--- src/rtl/cv32e41s_lsu_txn_tracker.sv ---
// LSU-side transaction tracker: issues requests only when response storage is guaranteed,
// buffers WPT-stage responses in a FIFO and accumulates watchpoint hits.

package cv32e41s_lsu_txn_pkg;
  typedef struct packed {
    logic [31:0] addr;
    logic        we;
    logic [3:0]  be;
    logic [31:0] wdata;
  } obi_data_req_t;

  typedef struct packed {
    logic [31:0] rdata;
    logic        err;
  } obi_data_resp_t;

  typedef struct packed {
    obi_data_resp_t bus_resp;
    logic [1:0]     mpu_status;
    logic [31:0]    wpt_match;
  } data_resp_t;
endpackage

module cv32e41s_lsu_txn_tracker
  import cv32e41s_lsu_txn_pkg::*;
#(
  parameter int unsigned DEPTH = 2
) (
  input  logic          clk,
  input  logic          rst_n,
  input  logic          lsu_trans_valid_i,
  output logic          lsu_trans_ready_o,
  input  logic          lsu_trans_pushpop_i,
  input  obi_data_req_t lsu_trans_i,
  output logic          wpt_trans_valid_o,
  input  logic          wpt_trans_ready_i,
  output logic          wpt_trans_pushpop_o,
  output obi_data_req_t wpt_trans_o,
  input  logic          wpt_resp_valid_i,
  input  data_resp_t    wpt_resp_i,
  output logic          lsu_resp_valid_o,
  input  logic          lsu_resp_ready_i,
  output data_resp_t    lsu_resp_o,
  output logic          one_txn_pend_n_o,
  output logic [2:0]    outstanding_o,
  output logic [31:0]   wpt_match_sticky_o,
  input  logic          wpt_match_clear_i,
  output logic          resp_err_o
);

  localparam int unsigned PW = (DEPTH > 1) ? $clog2(DEPTH) : 1;

  logic [2:0]    cnt_q, cnt_d, occ_q, occ_d;
  logic [PW-1:0] wptr_q, wptr_d, rptr_q, rptr_d;
  data_resp_t    fifo_q [DEPTH];
  data_resp_t    fifo_d [DEPTH];
  logic [31:0]   sticky_q, sticky_d;
  logic          err_q, err_d;
  logic          credit_ok_s, accept_s, push_s, pop_s;

  function automatic logic [PW-1:0] ptr_inc(input logic [PW-1:0] ptr);
    return (ptr == PW'(DEPTH - 1)) ? {PW{1'b0}} : ptr + PW'(1);
  endfunction

  // Next-state logic: credit check, counters, FIFO pointers/storage, sticky flags
  always_comb begin
    // Outstanding requests and buffered responses share the same DEPTH slots
    credit_ok_s = ({1'b0, cnt_q} + {1'b0, occ_q}) < 4'(DEPTH);
    accept_s    = lsu_trans_valid_i && credit_ok_s && wpt_trans_ready_i;
    push_s      = wpt_resp_valid_i && (cnt_q != 3'd0);
    pop_s       = (occ_q != 3'd0) && lsu_resp_ready_i;

    cnt_d  = cnt_q + {2'b00, accept_s} - {2'b00, push_s};
    occ_d  = occ_q + {2'b00, push_s} - {2'b00, pop_s};
    wptr_d = push_s ? ptr_inc(wptr_q) : wptr_q;
    rptr_d = pop_s ? ptr_inc(rptr_q) : rptr_q;

    fifo_d = fifo_q;
    if (push_s) begin
      fifo_d[wptr_q] = wpt_resp_i;
    end else begin
      fifo_d[wptr_q] = fifo_q[wptr_q];
    end

    // A push in the same cycle as a clear survives the clear
    sticky_d = (wpt_match_clear_i ? 32'h0000_0000 : sticky_q)
             | (push_s ? wpt_resp_i.wpt_match : 32'h0000_0000);
    err_d    = err_q || (wpt_resp_valid_i && (cnt_q == 3'd0));
  end

  // State registers
  always_ff @(posedge clk or negedge rst_n) begin
    if (!rst_n) begin
      cnt_q    <= 3'd0;
      occ_q    <= 3'd0;
      wptr_q   <= {PW{1'b0}};
      rptr_q   <= {PW{1'b0}};
      sticky_q <= 32'h0000_0000;
      err_q    <= 1'b0;
      for (int i = 0; i < int'(DEPTH); i++) begin
        fifo_q[i] <= '0;
      end
    end else begin
      cnt_q    <= cnt_d;
      occ_q    <= occ_d;
      wptr_q   <= wptr_d;
      rptr_q   <= rptr_d;
      sticky_q <= sticky_d;
      err_q    <= err_d;
      fifo_q   <= fifo_d;
    end
  end

  assign wpt_trans_valid_o   = lsu_trans_valid_i && credit_ok_s;
  assign lsu_trans_ready_o   = wpt_trans_ready_i && credit_ok_s;
  assign wpt_trans_pushpop_o = lsu_trans_pushpop_i;
  assign wpt_trans_o         = lsu_trans_i;
  assign lsu_resp_valid_o    = (occ_q != 3'd0);
  assign lsu_resp_o          = fifo_q[rptr_q];
  assign one_txn_pend_n_o    = (cnt_d == 3'd1);
  assign outstanding_o       = cnt_q;
  assign wpt_match_sticky_o  = sticky_q;
  assign resp_err_o          = err_q;

endmodule


--- config.mk ---
export PLATFORM = sky130hd
export DESIGN_NAME = cv32e41s_lsu_txn_tracker
export DESIGN_NICKNAME = d
export VERILOG_FILES = /design/src/rtl/cv32e41s_lsu_txn_tracker.sv
export SDC_FILE = /design/constraint.sdc
export NUM_CORES = 1
export LEC_CHECK = 0
export ABC_AREA = 1
export BUFFER_PORTS_ARGS = -buffer_cell sky130_fd_sc_hd__buf_4
export CAP_MARGIN = 0
export CORE_MARGIN = 5
export CORE_UTILIZATION = 40
export CTS_CLUSTER_SIZE = 8
export DETAILED_ROUTE_END_ITERATION = 7
export GPL_ROUTABILITY_DRIVEN = 0
export PLACE_DENSITY = 0.67
export SETUP_SLACK_MARGIN = 0.1
export SYNTH_ARGS = -nofsm -noshare
export SYNTH_HDL_FRONTEND = slang
export SYNTH_SLANG_ARGS = --single-unit
--- constraint.sdc ---
create_clock -name clk -period 3.4 [get_ports clk]
set_clock_uncertainty 0.2 [all_clocks]
set_input_delay 0.17 -clock clk [delete_from_list [all_inputs] [get_ports clk]]
set_output_delay 0.17 -clock clk [all_outputs]
set_load 0.03 [all_outputs]
==> results.cfg <==
[worst_setup_path]
crit_buf_inv = 4
worst_setup_path_start_kind = register
reg2reg_from = outstanding_o[0]
cp.arrival_ns = 2.98
cpMostUsedCell = nor2_2
cp.required_ns = 3.03
crit_fanout = 2
slowest_delay_ns = 0.55
worstSetupPathType = reg2out
critPathTopFamily = adder cells
setup.worst_path.end_class = primary output
reg2reg_setup_slack_ns = 0.40
path_cells = inv_4 -> fa_1 -> nand3_2 -> nor2_2 -> nand4_1 -> ha_1 -> inv_1 -> ha_2 -> fa_2 -> inv_2 -> nand2_2 -> nor2_2 -> buf_6
cpMaxStageDelayCell = fa_1
startpoint = outstanding_o[1]

[detailed_routing]
vias = 7648
drt_iter0_drc = 439
firstDrtPassIters = 5
drc = 0
wl_per_cell_microns = 16.2
ant_nets = 0
via_per_inst = 5.03
drt-total-wl_microns = 24600

[floorplan]
io_pins = 321
core-area_sq_mm = 0.0216
fp.dieH_microns = 158
die-area_sq_mm = 0.0249
start_util_pct = 40.4
rows = 54
die_x_microns = 158

[synthesis]
ys_dominant_reg_cell = dfrtp_1
synth_top_area_cell = dfrtp_1
ys_warn_count = 0
async_flop_share_pct = 100
avgSynthCellArea_sq_um = 8.04
synth_top_area_share_pct = 50.2
synth_edf_count = 0
syn_inst = 1086
ys_ff_latch = 175
yosys.cell_types.count = 21
syn_area_sq_mm = 0.00873
synth_most_common_cell = nand2_1
synthTopCellsByArea = dfrtp_1 (50%), nand2_1 (21%), nand4_1 (9.7%), buf_4 (6.3%), inv_1 (3.4%)
ys_seq_area_share_pct = 50.2
syn_nets = 1239
synth_common_cells = nand2_1 (485), dfrtp_1 (175), nand4_1 (136)

[cts]
clock_latency_ns = 0.41
root_buffer = clkbuf_16
cts_buffers = 17
cts_tree = yes
htree_levels = 4
path_clk_slew_ns = 0.07
clockBufferDepth = 2
clock_sinks = 175

[sta]
max_freq_mhz = 298
finalHoldViolCount = 0
tightest_slew_ns = 0.893
grt_setup_unrepaired = true
slew_viol_final = 0
relSlewSlack_pct = 40.5
period_minus_slack_ns = 3.35
setup_viol = 0
fin_crit_sh_pct = 98.6

[global_routing]
grt_pass1_wl_microns = 39500
grt_pass1_vias = 7651
gr-total-overflow = 0
grt_max_degree = 85
grt_usage_pct = 19.8
antenna_found_initial = 0

[min_path]
hp-class = in2reg
worstHoldStart = wpt_match_clear_i

[placement]
place_inst = 1411
dpl.hpwl_microns = 14500
io_buffers = 180

[layout]
seqCellArea_sq_mm = 0.00438
final_cell_count_no_fill = 1519
nNetsFinal = 1379
drive_gt1_share_pct = 20.1
n_antenna_cell = 0
multiInputGateArea_sq_mm = 0.00315
nFillCells = 2077
area_delta_synth_final_pct = 27.2

[power_and_ir_drop]
p_total_mw = 11.6
switchingPower_mw = 5.35
p_comb_share_pct = 51.4
p_leak_nw = 6.05
clkPwrFrac_pct = 18.5
power_density_mw_per_mm2 = 1050
p_int_mw = 6.27
power_frac_seq_pct = 30.1
switching_share_pct = 46.0
ir_drop_uv = 603

[flow_run]
drv_cap = 0

[status]
outcome = finished clean
-- per-stage QoR --
stage	utilization [%]	TNS (ns)	hold slack (ns)	area [sq um]	setup slack (ns)
finish	51.3	0	0.0275	11100	0.0475
global route	51.3	-0.116	0.0338	11100	-0.116
CTS	51.2	0	0.0233	11100	0.00115
detailed placement	44.8	0	-0.0562	9680	0.318
global placement	44.8	0	-0.0580	9680	0.363
floorplan	-	0	-0.326	8730	0.101
-- layout make-up --
cell class,instances,area share (%)
flip-flops and latches,175,39.5
multi-input cells,678,28.4
repair buffers,271,20.3
clock buffers,21,4.24
well taps,280,3.16
inverters,83,2.83
clock inverters,11,1.59
-- sequential cells by signal, indices dropped and copies added (netlist names) --
signal	flops
fifo_q	134
occ_q	3
outstanding_o	3
resp_err_o	1
rptr_q	1
wpt_match_sticky_o	32
wptr_q	1
-- kinds of logic (layout without fill, tap and decap cells) --
kind of cell	Yosys count	after routing	share of synthesized area, %
AND/OR/NAND/NOR	633	633	31.4
buffers and inverters	233	386	14.2
flip-flops	175	175	50.2
AO/OA/AOI/OAI	33	33	2.39
adder cells (fa/ha/maj)	9	9	1.55
XOR/XNOR	3	3	0.301
-- path summary, 6_finish.rpt --
path / to / cells past startpoint
setup / recovery: one_txn_pend_n_o / 13
hold / removal: wpt_match_sticky_o[3] / 2
setup reg to reg: occ_q[2] / 12
hold reg to reg: fifo_q[101] / 2
max in group asynchronous: fifo_q[67] / 3
min in group asynchronous: wpt_match_sticky_o[21] / 2
-- power groups by stage --
stage	sequential (mW)	clock (mW)	combinational, mW
6_report	3.50	2.15	5.98
2_1_floorplan	3.61	0	3.86
4_1_cts	3.50	2.19	5.97
3_3_place_gp	3.51	0	5.75
3_5_place_dp	3.53	0	5.83
5_1_grt	3.61	2.29	6.57
-- cell usage in the layout (no fill, tap or decap) --
cell / instances
a31o_2: 1
buf_12: 3
buf_4: 195
buf_6: 2
bufinv_16: 4
clkbuf_1: 1
clkbuf_16: 17
clkbuf_8: 3
clkinv_2: 1
clkinvlp_4: 3
dfrtp_1: 173
dfrtp_2: 2
dlygate4sd3_1: 71
fa_1: 2
fa_2: 1
ha_1: 5
ha_2: 1
inv_1: 79
inv_2: 3
inv_4: 1
inv_6: 2
inv_8: 1
nand2_1: 484
nand2_2: 2
nand2_4: 1
nand3_1: 1
nand3_2: 1
nand3_4: 2
nand4_1: 136
nor2_1: 3
nor2_2: 3
o22ai_1: 32
xnor2_1: 1
xor2_1: 2
-- what timing repair did --
| action | CTS | global route |
|---|---|---|
| hold endpoints to repair | 246 | 0 |
| hold buffers | 71 | 0 |
| pin swaps | 4 | 3 |
| buffers inserted | 4 | 1 |
| cloned | 0 | 0 |
| setup endpoints to repair | 1 | 1 |
| resized for setup | 3 | 6 |
-- layer usage --
layer,part of all wire (%),vias to the layer above,global-route usage (%)
met5,0,-,0
met2,48,256,32.8
met1,43,3649,26.3
met4,2.1,0,6.27
met3,6.4,52,3.72
li1,-,3691,-
No activity file was read; power rests on OpenSTA's default activity.
